**src/rtl/bmp_frame_writer.sv**
```systemverilog
// rtl/bmp_frame_writer.sv - decoder pixel stream to linear frame-memory write requests
module bmp_frame_writer #(
    parameter int          ADDR_W     = 20,
    parameter int          FIFO_DEPTH = 16,
    parameter int unsigned BASE_ADDR  = 0
) (
    input  logic              clk,
    input  logic              rst_n,
    input  logic              decode_val,
    input  logic [15:0]       decode_Xaddress,
    input  logic [15:0]       decode_Yaddress,
    input  logic [23:0]       decode_data,
    input  logic              decod_done,
    input  logic [15:0]       img_width,
    input  logic [15:0]       img_height,
    input  logic              flip_v,
    output logic              mem_wr_req,
    output logic [ADDR_W-1:0] mem_wr_addr,
    output logic [23:0]       mem_wr_data,
    input  logic              mem_wr_ready,
    output logic              frame_done,
    output logic              overflow,
    output logic              oor_err
);

    localparam int PW = (FIFO_DEPTH > 1) ? $clog2(FIFO_DEPTH) : 1;
    localparam int CW = PW + 1;

    typedef enum logic [2:0] {IDLE, RUN, DRAIN, DONE, WAITLO} state_t;

    state_t      state;
    logic [15:0] width_q;
    logic [15:0] height_q;
    logic        flip_q;

    logic              s1_valid;
    logic              s1_oor;
    logic [ADDR_W-1:0] s1_addr;
    logic [23:0]       s1_data;

    logic [ADDR_W-1:0] fifo_addr [FIFO_DEPTH];
    logic [23:0]       fifo_data [FIFO_DEPTH];
    logic [PW-1:0]     wr_ptr;
    logic [PW-1:0]     rd_ptr;
    logic [CW-1:0]     count;

    logic              accept;
    logic              start;
    logic [15:0]       eff_w;
    logic [15:0]       eff_h;
    logic              eff_flip;
    logic [15:0]       row;
    logic              oor_calc;
    logic [31:0]       sum;
    logic              push_req;
    logic              push;
    logic              pop;

    // The first pixel of a frame is computed with the live geometry, since it is latched that same cycle.
    assign start    = (state == IDLE) && decode_val;
    assign accept   = decode_val && ((state == IDLE) || (state == RUN) || (state == DRAIN));
    assign eff_w    = (state == IDLE) ? img_width  : width_q;
    assign eff_h    = (state == IDLE) ? img_height : height_q;
    assign eff_flip = (state == IDLE) ? flip_v     : flip_q;

    // Row selection, range check and linear address for the incoming pixel.
    always_comb begin
        row      = eff_flip ? (eff_h - 16'd1 - decode_Yaddress) : decode_Yaddress;
        oor_calc = (decode_Xaddress >= eff_w) || (decode_Yaddress >= eff_h);
        sum      = ({16'd0, row} * {16'd0, eff_w}) + {16'd0, decode_Xaddress} + 32'(BASE_ADDR);
    end

    assign push_req   = s1_valid && !s1_oor;
    assign pop        = (count != '0) && mem_wr_ready;
    assign push       = push_req && ((count != CW'(FIFO_DEPTH)) || pop);
    assign mem_wr_req = (count != '0);
    assign mem_wr_addr = mem_wr_req ? fifo_addr[rd_ptr] : '0;
    assign mem_wr_data = mem_wr_req ? fifo_data[rd_ptr] : '0;

    // Frame sequencing, geometry latch, done pulse and sticky error flags.
    always_ff @(posedge clk or negedge rst_n) begin
        if (!rst_n) begin
            state      <= IDLE;
            width_q    <= '0;
            height_q   <= '0;
            flip_q     <= 1'b0;
            frame_done <= 1'b0;
            overflow   <= 1'b0;
            oor_err    <= 1'b0;
        end else begin
            frame_done <= 1'b0;
            case (state)
                IDLE: if (decode_val) begin
                    state    <= RUN;
                    width_q  <= img_width;
                    height_q <= img_height;
                    flip_q   <= flip_v;
                end
                RUN:    if (decod_done) state <= DRAIN;
                DRAIN:  if (!s1_valid && (count == '0)) begin
                    state      <= DONE;
                    frame_done <= 1'b1;
                end
                DONE:   state <= WAITLO;
                WAITLO: if (!decod_done) state <= IDLE;
                default: state <= IDLE;
            endcase
            if (start) begin
                overflow <= 1'b0;
                oor_err  <= 1'b0;
            end else begin
                if (push_req && !push) overflow <= 1'b1;
                if (s1_valid && s1_oor) oor_err <= 1'b1;
            end
        end
    end

    // Stage 1: register the computed address, range verdict and pixel data.
    always_ff @(posedge clk or negedge rst_n) begin
        if (!rst_n) begin
            s1_valid <= 1'b0;
            s1_oor   <= 1'b0;
            s1_addr  <= '0;
            s1_data  <= '0;
        end else begin
            s1_valid <= accept;
            if (accept) begin
                s1_oor  <= oor_calc;
                s1_addr <= sum[ADDR_W-1:0];
                s1_data <= decode_data;
            end
        end
    end

    // FIFO bookkeeping; a push into a full FIFO is allowed when the head leaves the same cycle.
    always_ff @(posedge clk or negedge rst_n) begin
        if (!rst_n) begin
            wr_ptr <= '0;
            rd_ptr <= '0;
            count  <= '0;
        end else begin
            if (push) wr_ptr <= wr_ptr + 1'b1;
            if (pop)  rd_ptr <= rd_ptr + 1'b1;
            case ({push, pop})
                2'b10:   count <= count + 1'b1;
                2'b01:   count <= count - 1'b1;
                default: count <= count;
            endcase
        end
    end

    // FIFO storage needs no reset; the pointers define which entries are live.
    always_ff @(posedge clk) begin
        if (push) begin
            fifo_addr[wr_ptr] <= s1_addr;
            fifo_data[wr_ptr] <= s1_data;
        end
    end

endmodule

```
**config.mk**
```make
export PLATFORM = sky130hd
export DESIGN_NAME = bmp_frame_writer
export DESIGN_NICKNAME = d
export VERILOG_FILES = /design/src/rtl/bmp_frame_writer.sv
export SDC_FILE = /design/constraint.sdc
export NUM_CORES = 1
export LEC_CHECK = 0
export ABC_CLOCK_PERIOD_IN_PS = 13100
export BUFFER_PORTS_ARGS = -buffer_cell sky130_fd_sc_hd__buf_2
export CAP_MARGIN = 20
export CORE_MARGIN = 3
export CORE_UTILIZATION = 62
export CTS_BUF_LIST = sky130_fd_sc_hd__clkbuf_16
export CTS_CLUSTER_SIZE = 20
export DETAILED_ROUTE_END_ITERATION = 8
export GPL_ROUTABILITY_DRIVEN = 1
export PLACE_DENSITY = 0.8
export SKIP_CTS_REPAIR_TIMING = 1
export SLEW_MARGIN = 20
export SYNTH_ARGS = -nofsm -noshare
export SYNTH_HDL_FRONTEND = slang
export SYNTH_SLANG_ARGS = --single-unit
```
**constraint.sdc**
```tcl
create_clock -name clk -period 13.1 [get_ports clk]
set_input_delay 1.31 -clock clk [delete_from_list [all_inputs] [get_ports clk]]
set_output_delay 1.31 -clock clk [all_outputs]
set_load 0.01 [all_outputs]
```
==> reports/summary.txt <==
================================================================================
Average via count per standard cell                                         6.32
Maximum level of the CTS H-tree                                                3
Highest fanout seen on the critical path                                      35
Setup Viol. Count Final                                                        0
Worst Path Arrival                                                       9.95 ns
Worst setup skew after layout                                          0.0281 ns
Number of max-cap violations                                                   0
Number of routed nets with antenna violations                                  0
Total via count in the routed design                                       21771
Largest incremental delay on the critical path                           0.69 ns
Global route overflow                                                          0
Post-synth top area cell                                            sky130_fd_sc_hd__edfxtp_1
Required time at the worst-slack endpoint                               13.66 ns
Part of the cycle the worst path needs                                     71.6%
RSZ-0062 raised after global routing                                       false
Fraction of registers with async set or reset after synthesis              12.2%
Final-layout setup total negative slack                                     0 ns
Crit-path leading delay family                                       adder cells
Overall Global Routing Usage                                               31.0%
Via count of the first global-routing pass                                 23570
DRC violations left                                                            0
Clock net sink count                                                         802
Starting density of the core                                               63.3%
Critical-path cell with the highest stage delay                     sky130_fd_sc_hd__a21oi_1
Element type at the critical path start                                 register
Most common cell on crit path                                       sky130_fd_sc_hd__fa_1
Synthesized instance count                                                  2384
Per-instance average area after synthesis                             16.2 sq um
Ys Warns                                                                       0
Y dimension of the die                                               256 microns
Per-cell routed wire length                                         28.5 microns
Fraction of the yosys area taken by sequential cells                       61.0%
Count of input and output buffers                                            141
Number of fill cells in the layout                                          3787
Final hold violations                                                          0
Number of flip-flops and latches in the synthesized netlist                  802
Number of buffers added by the clock tree synthesis step                      80
Number of buffers and inverters on the critical path                           5
Least-Margin Pin Slew                                                    1.18 ns
Area taken by multi-input logic gates                                13700 sq um
Area of all sequential standard cells                                23600 sq um
Pin count of the biggest net entering global routing                         106
Die span in x                                                        256 microns
Post-synthesis cell area                                             38700 sq um
I/O pin count                                                                142
Fraction of final layout cells with drive strength greater than 1          23.4%
Layout Area Growth over Synthesis                                          11.3%
Status                                                              complete, no violations
Diodes inserted                                                                0
Wire length of the first global-routing pass                              150 mm
Clock Tree Buf Depth                                                           3
Total wire length                                                        98.1 mm
Count of unique library cells instantiated by Yosys                           60
EDFF count, synth                                                            704
Die Footprint                                                        65400 sq um
Class of the worst hold path                                        register to register
Setup WS pre-CTS                                                         3.85 ns
Most used flip-flop cell after synthesis                            sky130_fd_sc_hd__edfxtp_1
Iteration-0 DRC Markers                                                     2606
Count of pins over their slew limit                                            0
Initial antenna violation count                                                1
Clk Tree Root Cell                                                  sky130_fd_sc_hd__clkbuf_16
Number of placement rows                                                      90
Clk pin slew, worst setup/hold paths                                     0.06 ns
Cell with the most instances after synthesis                        sky130_fd_sc_hd__edfxtp_1
Min cycle time layout                                                    9.39 ns
Setup slack after layout                                                 3.71 ns
Top post-synthesis cells by area                                    sky130_fd_sc_hd__edfxtp_1 (55%), sky130_fd_sc_hd__mux4_2 (13%), sky130_fd_sc_hd__fa_1 (7.7%), sky130_fd_sc_hd__dfrtp_1 (6.3%), sky130_fd_sc_hd__ha_1 (3.7%)
Post-synth top area share                                                  54.7%
TritonCTS clock tree                                                         yes
Net count after synthesis                                                   2741
Count of nets after finishing                                               2910
Most used standard cells in the synthesized netlist                 sky130_fd_sc_hd__edfxtp_1 (704), sky130_fd_sc_hd__inv_1 (280), sky130_fd_sc_hd__mux4_2 (220)
Final GP Congestion                                                        0.945
Maximum clock frequency                                                  107 MHz
Area inside the core boundary                                        61000 sq um
Number of detailed-route iterations in the first pass                          7
Capturing element type of the critical path                             register
Path type of the worst setup path                                   register to register
Worst relative slew slack                                                  20.7%
Later-pin clock latency in the skew report                               0.64 ns
Detailed-placement wirelength estimate                                   53.8 mm
================================================================================
[cell families after synthesis]
group | share of synthesized area [%]
AOI/OAI and AO/OA | 2.19
xor gates and xnor gates | 1.36
adders and majority gates | 11.4
buffers and inverters | 3.69
DFF | 61.0
muxes | 15.0
and+or+nand+nor | 5.26
[cell type report]
cell class                      count  share of cell area, %
Multi-Input combinational cell   1206                   31.8
Clock buffer                       81                   4.71
Tap cell                          828                   2.41
Inverter                          287                   2.51
Clock inverter                     67                   1.42
Timing Repair Buffer              176                   2.29
Sequential cell                   802                   54.9
[flip-flops by register name, summed over array words and instances (netlist names)]
signal      cells
oor_err         1
s1_oor          1
s1_valid        1
s1_data        24
count           5
rd_ptr          4
height_q       16
fifo_data     384
state           3
fifo_addr     320
width_q        16
wr_ptr          4
flip_q          1
frame_done      1
overflow        1
s1_addr        20
[worst paths after layout]
kind / to / start / slack [ns] / cells past startpoint
min: count[4] / count[4] / 0.49 / 1
max reg2reg: s1_addr[18] / state[0] / 3.71 / 30
max: s1_addr[18] / state[0] / 3.71 / 30
min in group asynchronous: width_q[5] / rst_n / 0.75 / 1
max in group asynchronous: rd_ptr[2] / rst_n / 10.91 / 2
min reg2reg: count[4] / count[4] / 0.49 / 1
[worst register-to-register path, delay by kind of cell, from the launching register on]
kind | cells | cell delay [ns]
XOR/XNOR | 1 | 0.23
buffers and inverters | 5 | 0.67
adder cells (fa/ha/maj) | 9 | 3.69
multiplexers | 1 | 0.42
AO/OA/AOI/OAI | 7 | 2.46
AND/OR/NAND/NOR | 7 | 1.36
flip-flops | 1 | 0.49
[metal layers]
metal  track usage, %  part of all wire (%)  wire [microns]  vias up
met2             53.3                    52           50600     1297
li1                 -                     -               -     8979
met1             40.2                    36           35000    11208
met4             12.5                   4.5            4440        2
met5                0                 0.016              16        -
met3             4.91                   8.3            8100      285
[stage by stage]
step | util (%) | hold slack [ns] | instance area (sq um) | std cells
CTS | 70.5 | 0.494 | 43000 | 3447
global placement | 66.1 | 0.463 | 40400 | 3299
detailed placement | 66.1 | 0.482 | 40400 | 3299
finish | 70.5 | 0.493 | 43000 | 3447
floorplan | - | 0.448 | 38700 | 2384
global route | 70.5 | 0.514 | 43000 | 3447
[cell usage in the layout (no fill, tap or decap), drive strengths merged, types with 3 or more instances in the layout]
cell	synthesis	routed
or2	3	3
clkbuf	61	81
buf	28	176
edfxtp	704	704
or3	5	5
o211ai	3	3
clkinv	3	37
and2	69	69
a211oi	4	4
bufinv	0	8
nor2b	7	7
dfrtp	98	98
xor2	14	14
inv	284	307
mux2	64	64
xnor2	41	41
a21o	25	25
ha	114	114
o21bai	4	4
o21ai	40	40
nor3	5	5
a221oi	4	4
mux2i	14	14
a21oi	31	31
fa	149	149
o21a	6	6
nand3	5	5
nand2	220	220
a31oi	3	3
nor4	5	5
mux4	220	220
nand2b	15	15
nor2	111	111
a21boi	3	3
o31ai	3	3
Power is not shown: default switching activity piles up to over one toggle a cycle in this logic, so the estimate is an artifact.
